`config.mk`:
```
export PLATFORM = sky130hd
export DESIGN_NAME = pito_hart_watchdog
export DESIGN_NICKNAME = d
export VERILOG_FILES = /design/src/rtl/pito_hart_watchdog.sv
export SDC_FILE = /design/constraint.sdc
export NUM_CORES = 1
export LEC_CHECK = 0
export ABC_AREA = 1
export BUFFER_PORTS_ARGS = -buffer_cell sky130_fd_sc_hd__buf_2
export CAP_MARGIN = 20
export CORE_ASPECT_RATIO = 0.75
export CORE_MARGIN = 5
export CORE_UTILIZATION = 50
export CTS_BUF_LIST = sky130_fd_sc_hd__clkbuf_4
export DETAILED_ROUTE_END_ITERATION = 8
export PLACE_DENSITY = 0.79
export SLEW_MARGIN = 40
export SYNTH_ARGS = -nofsm -noshare
export SYNTH_HDL_FRONTEND = slang
export SYNTH_SLANG_ARGS = --single-unit
```
`constraint.sdc`:
```
create_clock -name clk -period 14.8 [get_ports clk]
set_clock_uncertainty 0.2 [all_clocks]
set_input_delay 0.74 -clock clk [delete_from_list [all_inputs] [get_ports clk]]
set_output_delay 0.74 -clock clk [all_outputs]
set_load 0.01 [all_outputs]
```
`src/rtl/pito_hart_watchdog.sv`:
```
// Multi-hart stall watchdog and global run-length limiter for the pito barrel core.
// Define PITO_WDT_STATS_EN to add the per-hart max_stall statistics output.
module pito_hart_watchdog #(
    parameter int unsigned NUM_HARTS = 8,
    parameter int unsigned CNT_W     = 16,
    parameter int unsigned GCNT_W    = 32
) (
    input  logic                       clk,
    input  logic                       rst,
    input  logic                       start,
    input  logic                       stop,
    input  logic                       clr,
    input  logic [NUM_HARTS-1:0]       hart_en,
    input  logic [NUM_HARTS-1:0]       hart_kick,
    input  logic [CNT_W-1:0]           timeout_cfg,
    input  logic [GCNT_W-1:0]          global_limit,
    output logic [NUM_HARTS-1:0]       hart_timeout,
    output logic                       timeout_irq,
    output logic [GCNT_W-1:0]          cycle_count,
    output logic                       sim_done,
`ifdef PITO_WDT_STATS_EN
    output logic [NUM_HARTS*CNT_W-1:0] max_stall,
`endif
    output logic [1:0]                 state
);

    typedef enum logic [1:0] {
        ST_IDLE    = 2'd0,
        ST_RUN     = 2'd1,
        ST_EXPIRED = 2'd2
    } state_e;

    state_e               state_q, state_d;
    logic [GCNT_W-1:0]    gcnt_q, gcnt_d, gcnt_inc;
    logic [CNT_W-1:0]     stall_q [NUM_HARTS];
    logic [CNT_W-1:0]     stall_d [NUM_HARTS];
    logic [NUM_HARTS-1:0] tout_q, tout_d, tout_new;
    logic                 irq_q, irq_d;
    logic                 done_q, done_d;

    logic                 restart;
    logic                 advance;
    logic                 cfg_on;
    logic [CNT_W-1:0]     cfg_m1;

    // stop beats start; an accepted start restarts from any state
    assign restart  = start & ~stop;
    assign advance  = (state_q == ST_RUN) & ~stop & ~restart;
    assign cfg_on   = (timeout_cfg != '0);
    assign cfg_m1   = timeout_cfg - CNT_W'(1);
    assign gcnt_inc = (&gcnt_q) ? gcnt_q : gcnt_q + GCNT_W'(1);

    // Run-state sequencing and global cycle counter
    always_comb begin
        state_d = state_q;
        gcnt_d  = gcnt_q;
        if (restart) begin
            state_d = ST_RUN;
            gcnt_d  = '0;
        end else if (state_q == ST_RUN) begin
            if (stop) begin
                state_d = ST_IDLE;
            end else begin
                gcnt_d = gcnt_inc;
                if ((global_limit != '0) && (gcnt_inc == global_limit)) begin
                    state_d = ST_EXPIRED;
                end
            end
        end
        done_d = (state_d == ST_EXPIRED);
    end

    // Per-hart stall counters; a timeout fires on the cfg-th kick-free cycle
    always_comb begin
        for (int unsigned i = 0; i < NUM_HARTS; i++) begin
            stall_d[i]  = stall_q[i];
            tout_new[i] = 1'b0;
            if (restart || !hart_en[i]) begin
                stall_d[i] = '0;
            end else if (advance && cfg_on) begin
                if (hart_kick[i]) begin
                    stall_d[i] = '0;
                end else begin
                    stall_d[i]  = (&stall_q[i]) ? stall_q[i] : stall_q[i] + CNT_W'(1);
                    tout_new[i] = (stall_q[i] == cfg_m1);
                end
            end
        end
    end

    // Sticky flags: a fresh timeout outranks clr; only 0->1 edges raise the irq
    always_comb begin
        if (restart) begin
            tout_d = '0;
        end else begin
            tout_d = (clr ? '0 : tout_q) | tout_new;
        end
        irq_d = |(tout_new & ~tout_q);
    end

`ifdef PITO_WDT_STATS_EN
    logic [CNT_W-1:0] max_q [NUM_HARTS];
    logic [CNT_W-1:0] max_d [NUM_HARTS];

    // High-water mark of each stall counter since the last start
    always_comb begin
        for (int unsigned i = 0; i < NUM_HARTS; i++) begin
            max_d[i] = max_q[i];
            if (restart) begin
                max_d[i] = '0;
            end else if (stall_d[i] > max_q[i]) begin
                max_d[i] = stall_d[i];
            end
        end
    end

    for (genvar g = 0; g < NUM_HARTS; g++) begin : g_max_pack
        assign max_stall[g*CNT_W +: CNT_W] = max_q[g];
    end
`endif

    always_ff @(posedge clk or posedge rst) begin
        if (rst) begin
            state_q <= ST_IDLE;
            gcnt_q  <= '0;
            tout_q  <= '0;
            irq_q   <= 1'b0;
            done_q  <= 1'b0;
            for (int unsigned i = 0; i < NUM_HARTS; i++) begin
                stall_q[i] <= '0;
`ifdef PITO_WDT_STATS_EN
                max_q[i]   <= '0;
`endif
            end
        end else begin
            state_q <= state_d;
            gcnt_q  <= gcnt_d;
            tout_q  <= tout_d;
            irq_q   <= irq_d;
            done_q  <= done_d;
            for (int unsigned i = 0; i < NUM_HARTS; i++) begin
                stall_q[i] <= stall_d[i];
`ifdef PITO_WDT_STATS_EN
                max_q[i]   <= max_d[i];
`endif
            end
        end
    end

    assign state        = state_q;
    assign cycle_count  = gcnt_q;
    assign hart_timeout = tout_q;
    assign timeout_irq  = irq_q;
    assign sim_done     = done_q;

endmodule
```
==> impl_metrics.tcl <==
set metrics [dict create \
    status "finished clean" \
    syn_area_sq_um 12650 \
    gp_congestion 1.010 \
    synthTopCellsByCount "481 x nand2_1, 289 x inv_1, 234 x nor2_1, 177 x nand3_1, 172 x dfrtp_1" \
    drive_gt1_frac 0.1083 \
    die_h_um 147.7 \
    cts_buffers 17 \
    multi_input_area_sq_um 7099 \
    synth_fp_nets 1999 \
    ant_nets 0 \
    postCtsSetupRepairBufs 0 \
    die_area_sq_um 28610 \
    dr.pass1.iters 7 \
    drc 0 \
    worstSetupEndpointType "flip-flop" \
    seq_area_sq_um 4304 \
    portBuffers 112 \
    cp-start-kind "flip-flop" \
    nNetsFinal 2117 \
    holdCritPathClass "in -> reg" \
    grt.overflow.total 0 \
    ys_seq_area_frac 0.3403 \
    area_delta_synth_final_pct 9.695 \
    place_inst 2354 \
    vias_per_cell 5.662 \
    ir_worst_vdd_uv 52.27 \
    cts_buffer_depth 2 \
    grt_pass1_vias 12200 \
    ys_top_cells_by_area "dfrtp_1 34%, nand2_1 14%, inv_1 8.6%, nand3_1 7.0%, nor2_1 6.9%" \
    yosys_warnings 0 \
    die_w_um 193.6 \
    finalHoldViolCount 0 \
    clock.fmax_ghz 0.2766 \
    avgSynthCellArea_sq_um 6.590 \
    finalPower_mw 0.9162 \
    fillers 2368 \
    maxCapViolCount 0 \
    hold_ws_ns 0.3068 \
    clockRootBuffer "clkbuf_4" \
    cp_data_required_time_ns 15.10 \
    post_cts_resized 0 \
    fin_tns_setup_ns 0 \
    wire_per_inst_um 17.51 \
    cts_tree "done" \
    path_max_fanout 22 \
    async_flop_share 1.000 \
    finalMaxSlewViolations 0 \
    rsz0062_at_grt "false" \
    cts_sinks 172 \
    path_clk_slew_ns 0.16 \
    grt_pass1_wl_um 65630 \
    utilization 0.5558 \
    dp_hpwl_um 31510 \
    syn_inst 1919 \
    power.density_nw_per_um2 66.04 \
    start_util 0.5067 \
    clock_latency_ns 0.61 \
    synth_top_area_frac 0.3403 \
    dr_total_vias 13520 \
    synth-seq-cells 172 \
    fin_crit_sh 0.2443 \
    p_leak_nw 6.333 \
    antenna_found_initial 2 \
    fin_cells 2388 \
    relSlewSlack 0.4796 \
    drt_iter0_markers 1747 \
    finalSetupViolCount 0 \
    yosysMostFrequentCell "nand2_1" \
    worst_pin_slew_ns 0.7787 \
    ys_types 48 \
    yosys.area.top_type "dfrtp_1" \
    core_sq_um 24960 \
    boundaryPins 113 \
    path_class "reg -> reg" \
    row_count 50 \
    drt_wl_total_um 41820 \
    grt_max_degree 66 \
    grt.total_usage 0.2856 \
    htreeDepth 4 \
    synth-edff-count 0 \
    synth_top_flop_cell "dfrtp_1" \
    critPathArrivalTime_ns 3.92 \
    period_minus_slack_ns 3.616 \
]
## where the power goes
part           internal, mW  switching, mW  leakage, nW
sequential            0.474        0.00565         2.39
combinational        0.0395          0.109         3.79
clock                 0.114          0.174        0.151
total                 0.627          0.289         6.33
## per-stage QoR
| step | instance area, sq um | worst slack, ns |
|---|---|---|
| 2_1_floorplan | 12650 | 9.200 |
| 3_3_place_gp | 13550 | 10.80 |
| 3_5_place_dp | 13560 | 10.67 |
| 4_1_cts | 13850 | 11.29 |
| 5_1_grt | 13870 | 10.96 |
| 6_report | 13870 | 11.18 |
## path summary, 6_finish.rpt
path	startpoint	end	slack, ns	depth (start not counted)
max	state[1]	stall_q[30]	11.18	11
min	hart_kick[7]	stall_q[0]	0.31	4
max reg2reg	state[1]	stall_q[30]	11.18	11
min reg2reg	stall_q[10]	stall_q[10]	0.34	1
max in group asynchronous	rst	stall_q[31]	12.91	4
min in group asynchronous	rst	cycle_count[11]	0.48	3
## worst max-delay path, stage by stage (launching register included)
cell     delay (ns)
dfrtp_1        0.47
nor3_2         0.17
buf_4          0.33
nand2_2        0.32
a21oi_4        0.48
inv_2          0.24
nand2_1        0.11
nand2_1        0.24
nor2_1         0.51
inv_1          0.22
o21ai_0        0.13
nor2_1         0.07
## state kept, by name (all words and copies together) (netlist names)
name and cells:
cycle_count 32, timeout_irq 1, hart_timeout 8, sim_done 1, stall_q 128, state 2
## cell type report
type,count,area share
antenna,1,0.0001804
clock buffer,17,0.009199
clock inverter,14,0.01109
inverter,302,0.08207
multi-input combinational,1426,0.5117
sequential,172,0.3102
tap,338,0.03048
timing repair buffer,118,0.04500
## cell families (layout without fill, tap and decap cells)
family	Yosys count	count (layout)	synth area share
DFF	172	172	0.3403
other	0	1	0
buffers and inverters	321	451	0.09854
adders and majority gates	11	11	0.01088
xor gates and xnor gates	83	83	0.05807
and+or+nand+nor	1084	1084	0.3806
AOI/OAI and AO/OA	248	248	0.1116
## timing repair
action | in CTS | in global routing
hold endpoints to repair | 35 | 0
hold buffers | 1 | 0
setup endpoints to repair | 0 | 0
## placed cells by master (no fill, tap or decap), types with 7 or more instances in the layout
master and count:
nor3_1 70, nand2_1 481, nand3b_1 9, o22ai_1 20, o21a_1 7, buf_2 112, xor2_1 75, clkbuf_4 17
o21ai_0 92, ha_1 11, nand4_1 41, a21oi_1 88, inv_2 13, nor2_2 17, nor2_4 7, a221oi_1 8
nor3b_1 10, xnor2_1 7, a211oi_1 7, nand2_2 16, dfrtp_1 172, nor2_1 233, inv_1 288, nand3_1 177
nor3_2 7
## metal layers
| metal | up-vias | global-route usage | part of all wire |
|---|---|---|---|
| met1 | 6284 | 0.4260 | 0.45 |
| met3 | 72 | 0.08612 | 0.12 |
| met2 | 726 | 0.4038 | 0.41 |
| li1 | 6438 | - | - |
| met5 | - | 0 | 0.00031 |
| met4 | 2 | 0.07254 | 0.018 |
Note: power is estimated with default switching activity, not from simulation.
